[src/rtl/snes_bus_respond_if.sv]
// snes_bus_respond_if
//   Groups the SNES B-bus pins and the host-side FIFO/receive handshake of
//   snes_bus_respond into one bundle.
//   slave  : the responder (drives D_out/D_oe, tx_ready, rx_data/rx_valid)
//   master : the SNES side plus the host (drives PA, strobes, D_in, tx_*)
//   PA       8  raw B-bus address
//   PARD_n   1  raw read strobe (active low)
//   PAWR_n   1  raw write strobe (active low)
//   D_in     8  raw data bus, input side
//   D_out    8  data driven to the SNES
//   D_oe     1  enable for the external data-bus buffer
//   tx_data  8  host byte to queue
//   tx_valid 1  host push request
//   tx_ready 1  FIFO accepts a push this cycle
//   rx_data  8  last byte written by the SNES to the data register
//   rx_valid 1  one-cycle pulse when rx_data updates
interface snes_bus_respond_if;
  logic [7:0] PA;
  logic       PARD_n;
  logic       PAWR_n;
  logic [7:0] D_in;
  logic [7:0] D_out;
  logic       D_oe;
  logic [7:0] tx_data;
  logic       tx_valid;
  logic       tx_ready;
  logic [7:0] rx_data;
  logic       rx_valid;

  modport slave (
    input  PA, PARD_n, PAWR_n, D_in, tx_data, tx_valid,
    output D_out, D_oe, tx_ready, rx_data, rx_valid
  );

  modport master (
    output PA, PARD_n, PAWR_n, D_in, tx_data, tx_valid,
    input  D_out, D_oe, tx_ready, rx_data, rx_valid
  );
endinterface

[src/rtl/snes_bus_respond.sv]
// snes_bus_respond
//   B-bus register responder. Two registers are decoded on the SNES B-bus:
//   BASE_ADDR is status (read) / control (write, bit0 = flush), BASE_ADDR+1
//   is data (read pops the host-fed transmit FIFO, write produces an rx
//   event). All SNES pins are asynchronous and are synchronised here.
//   clk   : 40 MHz board clock
//   rst_n : asynchronous active-low reset
//   bus   : snes_bus_respond_if.slave (SNES pins + host tx/rx handshake)
module snes_bus_respond #(
  parameter logic [7:0] BASE_ADDR  = 8'hF8,
  parameter int         FIFO_DEPTH = 8      // 2, 4 or 8
) (
  input  logic               clk,
  input  logic               rst_n,
  snes_bus_respond_if.slave  bus
);

  localparam int              AW        = $clog2(FIFO_DEPTH);
  localparam logic [7:0]      DATA_ADDR = BASE_ADDR + 8'd1;   // wraps in 8 bits
  localparam logic [3:0]      DEPTH4    = 4'(FIFO_DEPTH);
  localparam logic [AW-1:0]   PTR_LAST  = AW'(FIFO_DEPTH - 1);

  typedef enum logic [1:0] {
    ST_IDLE  = 2'd0,
    ST_READ  = 2'd1,
    ST_WRITE = 2'd2
  } state_e;

  // Synchroniser chains; strobe chains idle high so reset never fakes an edge.
  logic [7:0] pa_s1_q, pa_s_q;
  logic [7:0] din_s1_q, din_s_q;
  logic       pard_s1_q, pard_s_q, pard_s3_q;
  logic       pawr_s1_q, pawr_s_q, pawr_s3_q;

  // FIFO state
  logic [7:0]    mem_q [FIFO_DEPTH];
  logic [AW-1:0] wr_ptr_q, wr_ptr_d;
  logic [AW-1:0] rd_ptr_q, rd_ptr_d;
  logic [3:0]    count_q, count_d;

  // FSM state and registered outputs
  state_e     state_q;
  logic       sel_q;
  logic [7:0] wr_byte_q;
  logic [7:0] d_out_q;
  logic       d_oe_q;
  logic [7:0] rx_data_q;
  logic       rx_valid_q;

  // Decoded events
  logic       pard_fall, pard_rise, pawr_fall, pawr_rise;
  logic       addr_hit, addr_sel;
  logic       fifo_empty, fifo_full;
  logic       flush_cycle, push, pop;
  logic [7:0] status_byte, head_byte;

  function automatic logic [AW-1:0] ptr_next(input logic [AW-1:0] p);
    if (p == PTR_LAST) begin
      return '0;
    end else begin
      return p + AW'(1);
    end
  endfunction

  // Two-flop synchronisers plus a third strobe flop for edge detection.
  always_ff @(posedge clk or negedge rst_n) begin
    if (!rst_n) begin
      pa_s1_q   <= 8'h00;
      pa_s_q    <= 8'h00;
      din_s1_q  <= 8'h00;
      din_s_q   <= 8'h00;
      pard_s1_q <= 1'b1;
      pard_s_q  <= 1'b1;
      pard_s3_q <= 1'b1;
      pawr_s1_q <= 1'b1;
      pawr_s_q  <= 1'b1;
      pawr_s3_q <= 1'b1;
    end else begin
      pa_s1_q   <= bus.PA;
      pa_s_q    <= pa_s1_q;
      din_s1_q  <= bus.D_in;
      din_s_q   <= din_s1_q;
      pard_s1_q <= bus.PARD_n;
      pard_s_q  <= pard_s1_q;
      pard_s3_q <= pard_s_q;
      pawr_s1_q <= bus.PAWR_n;
      pawr_s_q  <= pawr_s1_q;
      pawr_s3_q <= pawr_s_q;
    end
  end

  // Edge detection, address decode and FIFO handshake terms.
  always_comb begin
    pard_fall   = !pard_s_q &&  pard_s3_q;
    pard_rise   =  pard_s_q && !pard_s3_q;
    pawr_fall   = !pawr_s_q &&  pawr_s3_q;
    pawr_rise   =  pawr_s_q && !pawr_s3_q;
    addr_sel    = (pa_s_q == DATA_ADDR);
    addr_hit    = (pa_s_q == BASE_ADDR) || addr_sel;
    fifo_empty  = (count_q == 4'd0);
    fifo_full   = (count_q == DEPTH4);
    // A control write with bit0 set empties the FIFO on the strobe's rising edge.
    flush_cycle = (state_q == ST_WRITE) && pawr_rise && !sel_q && wr_byte_q[0];
    push        = bus.tx_valid && !fifo_full && !flush_cycle;
    pop         = (state_q == ST_READ) && pard_rise && sel_q && !fifo_empty;
    status_byte = {!fifo_empty, fifo_full, 2'b00, count_q};
    if (fifo_empty) begin
      head_byte = 8'h00;
    end else begin
      head_byte = mem_q[rd_ptr_q];
    end
  end

  assign bus.tx_ready = !fifo_full && !flush_cycle;

  // Next-state for the FIFO pointers and occupancy.
  always_comb begin
    wr_ptr_d = wr_ptr_q;
    rd_ptr_d = rd_ptr_q;
    count_d  = count_q;
    if (flush_cycle) begin
      wr_ptr_d = '0;
      rd_ptr_d = '0;
      count_d  = 4'd0;
    end else begin
      if (push) begin
        wr_ptr_d = ptr_next(wr_ptr_q);
      end else begin
        wr_ptr_d = wr_ptr_q;
      end
      if (pop) begin
        rd_ptr_d = ptr_next(rd_ptr_q);
      end else begin
        rd_ptr_d = rd_ptr_q;
      end
      case ({push, pop})
        2'b10:   count_d = count_q + 4'd1;
        2'b01:   count_d = count_q - 4'd1;
        default: count_d = count_q;
      endcase
    end
  end

  // FIFO pointer and occupancy registers.
  always_ff @(posedge clk or negedge rst_n) begin
    if (!rst_n) begin
      wr_ptr_q <= '0;
      rd_ptr_q <= '0;
      count_q  <= 4'd0;
    end else begin
      wr_ptr_q <= wr_ptr_d;
      rd_ptr_q <= rd_ptr_d;
      count_q  <= count_d;
    end
  end

  // FIFO storage; contents are only observed while count is non-zero.
  always_ff @(posedge clk) begin
    if (push) begin
      mem_q[wr_ptr_q] <= bus.tx_data;
    end
  end

  // Bus access FSM with registered bus and receive outputs.
  always_ff @(posedge clk or negedge rst_n) begin
    if (!rst_n) begin
      state_q    <= ST_IDLE;
      sel_q      <= 1'b0;
      wr_byte_q  <= 8'h00;
      d_out_q    <= 8'h00;
      d_oe_q     <= 1'b0;
      rx_data_q  <= 8'h00;
      rx_valid_q <= 1'b0;
    end else begin
      rx_valid_q <= 1'b0;
      case (state_q)
        ST_IDLE: begin
          d_oe_q <= 1'b0;
          // Read wins when both strobes fall together.
          if (pard_fall && addr_hit) begin
            state_q <= ST_READ;
            sel_q   <= addr_sel;
            d_oe_q  <= 1'b1;
            d_out_q <= addr_sel ? head_byte : status_byte;
          end else if (pawr_fall && addr_hit) begin
            state_q <= ST_WRITE;
            sel_q   <= addr_sel;
          end
        end
        ST_READ: begin
          // D_out is frozen here; the pop happens in the FIFO logic on this edge.
          if (pard_rise) begin
            d_oe_q  <= 1'b0;
            state_q <= ST_IDLE;
          end
        end
        ST_WRITE: begin
          if (!pawr_s_q) begin
            wr_byte_q <= din_s_q;
          end
          if (pawr_rise) begin
            if (sel_q) begin
              rx_data_q  <= wr_byte_q;
              rx_valid_q <= 1'b1;
            end
            state_q <= ST_IDLE;
          end
        end
        default: begin
          state_q <= ST_IDLE;
          d_oe_q  <= 1'b0;
        end
      endcase
    end
  end

  assign bus.D_out    = d_out_q;
  assign bus.D_oe     = d_oe_q;
  assign bus.rx_data  = rx_data_q;
  assign bus.rx_valid = rx_valid_q;

endmodule

[src/flat_wrapper.sv]
// flat-port wrapper written by rule: the top's interface ports become plain ports
module snes_bus_respond_flat 
#(
  parameter logic [7:0] BASE_ADDR  = 8'hF8,
  parameter int         FIFO_DEPTH = 8                  
)
  (clk, rst_n, bus_PA, bus_PARD_n, bus_PAWR_n, bus_D_in, bus_tx_data, bus_tx_valid, bus_D_out, bus_D_oe, bus_tx_ready, bus_rx_data, bus_rx_valid);
  snes_bus_respond_if bus_i ();
  input  logic clk;
  input  logic rst_n;
  input wire logic [$bits(bus_i.PA)-1:0] bus_PA;
  input wire logic [$bits(bus_i.PARD_n)-1:0] bus_PARD_n;
  input wire logic [$bits(bus_i.PAWR_n)-1:0] bus_PAWR_n;
  input wire logic [$bits(bus_i.D_in)-1:0] bus_D_in;
  input wire logic [$bits(bus_i.tx_data)-1:0] bus_tx_data;
  input wire logic [$bits(bus_i.tx_valid)-1:0] bus_tx_valid;
  output wire logic [$bits(bus_i.D_out)-1:0] bus_D_out;
  output wire logic [$bits(bus_i.D_oe)-1:0] bus_D_oe;
  output wire logic [$bits(bus_i.tx_ready)-1:0] bus_tx_ready;
  output wire logic [$bits(bus_i.rx_data)-1:0] bus_rx_data;
  output wire logic [$bits(bus_i.rx_valid)-1:0] bus_rx_valid;
  assign bus_i.PA = bus_PA;
  assign bus_i.PARD_n = bus_PARD_n;
  assign bus_i.PAWR_n = bus_PAWR_n;
  assign bus_i.D_in = bus_D_in;
  assign bus_i.tx_data = bus_tx_data;
  assign bus_i.tx_valid = bus_tx_valid;
  assign bus_D_out = bus_i.D_out;
  assign bus_D_oe = bus_i.D_oe;
  assign bus_tx_ready = bus_i.tx_ready;
  assign bus_rx_data = bus_i.rx_data;
  assign bus_rx_valid = bus_i.rx_valid;
  snes_bus_respond #(.BASE_ADDR(BASE_ADDR), .FIFO_DEPTH(FIFO_DEPTH)) u_core (.clk(clk), .rst_n(rst_n), .bus(bus_i));
endmodule
[config.mk]
export PLATFORM = sky130hd
export DESIGN_NAME = snes_bus_respond_flat
export DESIGN_NICKNAME = d
export VERILOG_FILES = /design/src/rtl/snes_bus_respond_if.sv /design/src/rtl/snes_bus_respond.sv /design/src/flat_wrapper.sv
export SDC_FILE = /design/constraint.sdc
export NUM_CORES = 1
export LEC_CHECK = 0
export CAP_MARGIN = 10
export CELL_PAD_IN_SITES_DETAIL_PLACEMENT = 0
export CELL_PAD_IN_SITES_GLOBAL_PLACEMENT = 1
export CORE_ASPECT_RATIO = 1.4
export CORE_MARGIN = 2
export CORE_UTILIZATION = 52
export DETAILED_ROUTE_END_ITERATION = 8
export GPL_ROUTABILITY_DRIVEN = 0
export PLACE_DENSITY_LB_ADDON = 0.1
export SETUP_SLACK_MARGIN = 0.4
export SLEW_MARGIN = 10
export SYNTH_ARGS = -nofsm -noshare
export SYNTH_HDL_FRONTEND = slang
export SYNTH_SLANG_ARGS = --single-unit
[constraint.sdc]
create_clock -name clk -period 7.5 [get_ports clk]
set_input_delay 1.125 -clock clk [delete_from_list [all_inputs] [get_ports clk]]
set_output_delay 1.125 -clock clk [all_outputs]
set_load 0.02 [all_outputs]
==> flow_summary.ini, run 1 <==
[drt]
vias = 2794
viasPerCell = 5.457
wirelength_um = 9146
drc_errors = 0
drtAntennaViolNets = 0
drtPass1Iterations = 4
wl_per_cell_um = 17.86
drt_iter0_markers = 152

[timing]
hold_violations = 0
finalWorstSetupSlack_ns = 3.795
fin_crit_sh = 0.4939
relSlewSlack = 0.2569
slew_violations = 0
period_minus_slack_ns = 3.705
max_freq_ghz = 0.2699
skew_ns = 0.007949
tns_ns = 0
setup_viol = 0
max_slew.worst_pin.slew_ns = 1.100
rsz0062_at_grt = false
holdWs_ns = 0.3465

[yosys]
ys_ff_latch = 141
synthesis.area_um2 = 5298
synth_warnings = 0
syn_nets = 344
avgSynthCellArea_um2 = 17.26
ys_seq_area_frac = 0.7279
ys_async_sr_fraction = 0.5461
synthCells = 307
ys.flop_type = dfrtp_1
synthDistinctLibCells = 46
synth_edf_count = 64

[clock_tree]
cts.path.max_buffers = 2
numClockSinks = 141
htree_levels = 4
clk_latency_ns = 0.41
cts_setup_buffers = 0
cts_inserted_buffers = 17
clockRootBuffer = clkbuf_16
cts_tree = yes
cts_resized = 0
hold_buffers = 0
path_clk_slew_ns = 0.06

[status]
outcome = completed

[critical_path]
critPathMaxFanout = 15
crit_required_ns = 6.38
ff2ff_setup_slack_ns = 4.12
startpoint = u_core.pawr_s_q
end_kind = output pin
cp-endpoint = bus_tx_ready
start_kind = flip-flop
crit_type = reg2out
r2r-start = u_core.count_q[1]
reg2reg_to = u_core.count_q[3]
r2r_cells = 8
critPathArrivalTime_ns = 2.58

[cells_and_area]
final_cells = 512
final_cell_area_um2 = 6504
area_growth_pct = 22.77
nets = 401
antenna-diode-count = 0
drive_gt1_frac = 0.2122
fin_util = 0.6570

[global_route]
grt_overflow_total = 0
grt_pass1_vias = 2832
grt_pass1_wl_um = 14590
antenna_found_initial = 0
grt_max_degree = 78
track_usage = 0.1868

[place]
place_ws_ns = 3.680
place_area_um2 = 5904
place_inst = 480
dp_hpwl_um = 5942
io_buffer_count = 47

[power]
p_leak_nw = 2.538
finalPower_mw = 2.002
vdd_drop_max_v = 0.0001896
power_density_nw_per_um2 = 307.8

[floorplan]
placementRows = 43
core-area_um2 = 9899
ioPinCount = 48
die_h_um = 123.4
initial_core_util = 0.5351
die_area_um2 = 11020
fp.dieW_um = 89.31

[run]
max_cap_violations = 0

[min_path]
min_path_type = reg2reg
area by class of cell:
| cell class | count | area [µm²] |
|---|---|---|
| flip-flops and latches | 141 | 3856 |
| fillers | 755 | 3396 |
| multi-input cells | 146 | 1359 |
| repair buffers | 50 | 490.5 |
| clock buffers | 20 | 436.7 |
| well taps | 135 | 168.9 |
| clock inverters | 12 | 162.7 |
| inverters | 8 | 30.03 |
registers in the layout, summed over array words and instances (netlist names), 2 cells and up:
| name | flops |
|---|---|
| u_core.bus.rx_data | 8 |
| u_core.wr_byte_q | 8 |
| u_core.state_q | 2 |
| u_core.din_s_q | 8 |
| u_core.pa_s_q | 8 |
| u_core.mem_q | 64 |
| u_core.din_s1_q | 8 |
| u_core.rd_ptr_q | 3 |
| u_core.wr_ptr_q | 3 |
| u_core.pa_s1_q | 8 |
| u_core.bus.D_out | 8 |
| u_core.count_q | 4 |
logic make-up (layout without fill, tap and decap cells):
group	after synthesis	in the layout	share of synthesized area
AO/OA/AOI/OAI	30	30	0.03945
XOR/XNOR	3	3	0.004961
adder cells (fa/ha/maj)	8	8	0.01890
buffers and inverters	20	90	0.01559
flip-flops	141	141	0.7279
multiplexers	47	47	0.1311
AND/OR/NAND/NOR	58	58	0.06212
cell usage after synthesis (2+ instances only):
master	instances	share of area
nor2b_1	2	0.0024
mux4_2	16	0.068
buf_2	5	0.0047
nand3_1	2	0.0019
clkbuf_1	5	0.0035
o2bb2ai_1	3	0.0050
xor2_1	2	0.0033
dfrtp_1	71	0.34
o221ai_1	4	0.0066
nor3_1	4	0.0038
mux2_2	19	0.040
or3_1	3	0.0035
mux2i_1	12	0.023
nand4_1	2	0.0024
nor2_1	16	0.011
o21a_1	5	0.0071
edfxtp_1	64	0.36
a21oi_1	8	0.0076
nand2b_1	5	0.0059
nand2_1	11	0.0078
o21ai_0	3	0.0028
dfstp_2	6	0.030
or3b_2	2	0.0033
ha_1	8	0.019
inv_1	8	0.0057
per-layer routing:
| layer | track usage | share of wire | vias to the layer above |
|---|---|---|---|
| li1 | - | - | 1270 |
| met1 | 0.2154 | 0.40 | 1459 |
| met2 | 0.3185 | 0.54 | 56 |
| met3 | 0.06008 | 0.045 | 9 |
| met4 | 0.07556 | 0.013 | 0 |
| met5 | 0 | 0 | - |
report_power, final:
part,switching (mW),total [mW],internal [mW]
clock,0.311,0.837,0.526
sequential,0.0529,0.954,0.901
combinational,0.114,0.210,0.0964
worst min path at each step:
stage                            start           endpoint  slack [ns]  cells past startpoint
floorplan           u_core.din_s1_q[0]  u_core.din_s_q[0]        0.33                      0
global route          u_core.pard_s1_q    u_core.pard_s_q        0.35                      0
detailed placement   u_core.pa_s1_q[4]   u_core.pa_s_q[4]        0.34                      0
finish               u_core.pa_s1_q[4]   u_core.pa_s_q[4]        0.35                      0
CTS                 u_core.din_s1_q[2]  u_core.din_s_q[2]        0.35                      0
global placement     u_core.pa_s1_q[3]   u_core.pa_s_q[3]        0.33                      0
critical path, stage by stage, from the launching register on:
cell and delay, ns:
dfstp_2 0.57, nor4bb_1 0.34, and3b_1 0.58, a21oi_1 0.09, clkdlybuf4s50_1 0.58
cells in the final DEF, fill, tap and decap left out, types with 2 or more instances in the layout:
cell             count
a21oi_1              8
buf_4                4
bufinv_16            3
clkbuf_1             3
clkbuf_16           17
clkdlybuf4s50_1     46
clkinv_4             4
clkinvlp_4           2
dfrtp_1             71
dfstp_2              6
edfxtp_1            64
ha_1                 8
inv_1                8
inv_6                2
mux2_2              19
mux2i_1             12
mux4_2              16
nand2_1             11
nand2b_1             5
nand3_1              2
nand4_1              2
nor2_1              16
nor2b_1              2
nor3_1               4
o21a_1               5
o21ai_0              3
o221ai_1             4
o2bb2ai_1            3
or3_1                3
or3b_2               2
xor2_1               2
(Power assumes the default switching activity.)
==> run 2: changes to the inputs <==
--- a/config.mk
+++ b/config.mk
@@ -10,7 +10,7 @@
 export CELL_PAD_IN_SITES_GLOBAL_PLACEMENT = 1
 export CORE_ASPECT_RATIO = 1.4
 export CORE_MARGIN = 2
-export CORE_UTILIZATION = 52
+export CORE_UTILIZATION = 44
 export DETAILED_ROUTE_END_ITERATION = 8
 export GPL_ROUTABILITY_DRIVEN = 0
 export PLACE_DENSITY_LB_ADDON = 0.1
==> constraint.sdc (replaced) <==
create_clock -name clk -period 3.4 [get_ports clk]
set_input_delay 0.51 -clock clk [delete_from_list [all_inputs] [get_ports clk]]
set_output_delay 0.51 -clock clk [all_outputs]
set_load 0.02 [all_outputs]
==> flow_summary.ini, run 2 (synthesis gave the netlist of run 1 again) <==
[drt]
drtAntennaViolNets = 0
wl_per_cell_um = 18.24
viasPerCell = 5.252
vias = 2810
wirelength_um = 9761
drc_errors = 0
drtPass1Iterations = 4
drt_iter0_markers = 75

[power]
power_switching_share = 0.2478
p_clk_frac = 0.416
comb_power_share = 0.120
vdd_drop_max_v = 0.0005039
p_seq_frac = 0.464
power_density_nw_per_um2 = 679.9
p_int_mw = 3.418
finalPower_mw = 4.543
p_sw_mw = 1.126
p_leak_nw = 2.600

[global_route]
track_usage = 0.1617
grt_overflow_total = 0
antenna_found_initial = 0
grt_max_degree = 78
grt_pass1_wl_um = 15660
grt_pass1_vias = 2945

[cells_and_area]
largest_reg_flops = 64
final_cells = 535
regMostFlops = u_core.mem_q
antenna-diode-count = 0
drive_gt1_frac = 0.2629
final_common_cell = dfrtp_1
nets = 412
area_growth_pct = 26.15
layout_common_cells = dfrtp_1, edfxtp_1, clkdlybuf4s50_1

[timing]
hold_violations = 0
tns_ns = 0
max_slew.worst_pin.slew_ns = 0.9398
max_freq_ghz = 0.3513
fin_crit_sh = 0.8373
rsz0062_at_grt = false
period_minus_slack_ns = 2.847
relSlewSlack = 0.3735
setup_viol = 0
skew_ns = 0.007047
slew_violations = 0

[critical_path]
crit_type = reg2reg
r2r_cells = 9
critPathMaxFanout = 8
start_kind = flip-flop
end_kind = flip-flop
crit_required_ns = 3.69
critPathArrivalTime_ns = 3.14

[floorplan]
core-area_um2 = 11760
initial_core_util = 0.4504
fp.dieW_um = 96.74
ioPinCount = 48
die_h_um = 133.8
die_area_um2 = 12950
placementRows = 47

[clock_tree]
numClockSinks = 141
hold_buffers = 0
path_clk_slew_ns = 0.06
htree_levels = 4
cts_inserted_buffers = 17
cts_tree = yes
clk_latency_ns = 0.41
clockRootBuffer = clkbuf_16
cts.path.max_buffers = 2

[place]
io_buffer_count = 47
place_inst = 500
dp_hpwl_um = 6324

[run]
max_cap_violations = 0

[min_path]
min_path_type = in2async

[status]
outcome = completed
## run 2: critical path: stages (launching register included)
cell and delay (ns):
dfrtp_2 0.46, or4_4 0.58, or4b_4 0.27, inv_2 0.06, ha_4 0.18, ha_4 0.23, a21boi_0 0.18, o22ai_1 0.12
a221oi_2 0.28, mux2_2 0.36
## run 2: path summary, 6_finish.rpt
kind	startpoint	slack, ns	end
max	u_core.count_q[1]	0.55	u_core.count_q[3]
min	rst_n	0.24	u_core.bus.rx_data[3]
max reg2reg	u_core.count_q[1]	0.55	u_core.count_q[3]
min reg2reg	u_core.pa_s1_q[5]	0.35	u_core.pa_s_q[5]
max in group asynchronous	rst_n	2.53	u_core.count_q[0]
min in group clk	u_core.pa_s1_q[5]	0.35	u_core.pa_s_q[5]
## run 2: power groups by stage
stage	Combinational (mW)	Sequential, mW	Clock (mW)
floorplan	0.318	2.10	0
global placement	0.503	2.13	0
detailed placement	0.513	2.14	0
CTS	0.512	2.11	1.93
global route	0.606	2.13	2.01
finish	0.546	2.11	1.89
## run 2: repair_timing
item | in CTS | in global routing
resized for setup | 6 | 5
pin swaps | 0 | 0
setup buffers | 0 | 3
gates cloned | 0 | 0
setup endpoints to repair | 2 | 1
## run 2: layer usage
metal | GRT usage | wire (µm) | share of wire | up-vias
met5 | 0 | 0 | 0 | -
met4 | 0.06886 | 127 | 0.013 | 0
met3 | 0.04950 | 440 | 0.045 | 11
met2 | 0.2797 | 5223 | 0.54 | 69
met1 | 0.1869 | 3969 | 0.41 | 1439
li1 | - | - | - | 1291
## run 2: layout make-up
cell class	count	area (µm²)
inverters	8	30.03
clock inverters	14	181.4
multi-input cells	146	1428
well taps	147	183.9
clock buffers	18	429.2
repair buffers	61	571.8
flip-flops and latches	141	3859
fillers	927	5079
## run 2: metrics by stage
| step | area, µm² | util | worst slack, ns | hold WS [ns] |
|---|---|---|---|---|
| after floorplan | 5318 | - | 0.4615 | 0.2144 |
| after global placement | 6000 | 0.5101 | 0.2651 | 0.3319 |
| after detailed placement | 6000 | 0.5101 | 0.2147 | 0.3372 |
| after CTS | 6624 | 0.5632 | 0.4130 | 0.2795 |
| after global routing | 6683 | 0.5682 | 0.3992 | 0.3156 |
| final | 6683 | 0.5682 | 0.5532 | 0.2352 |
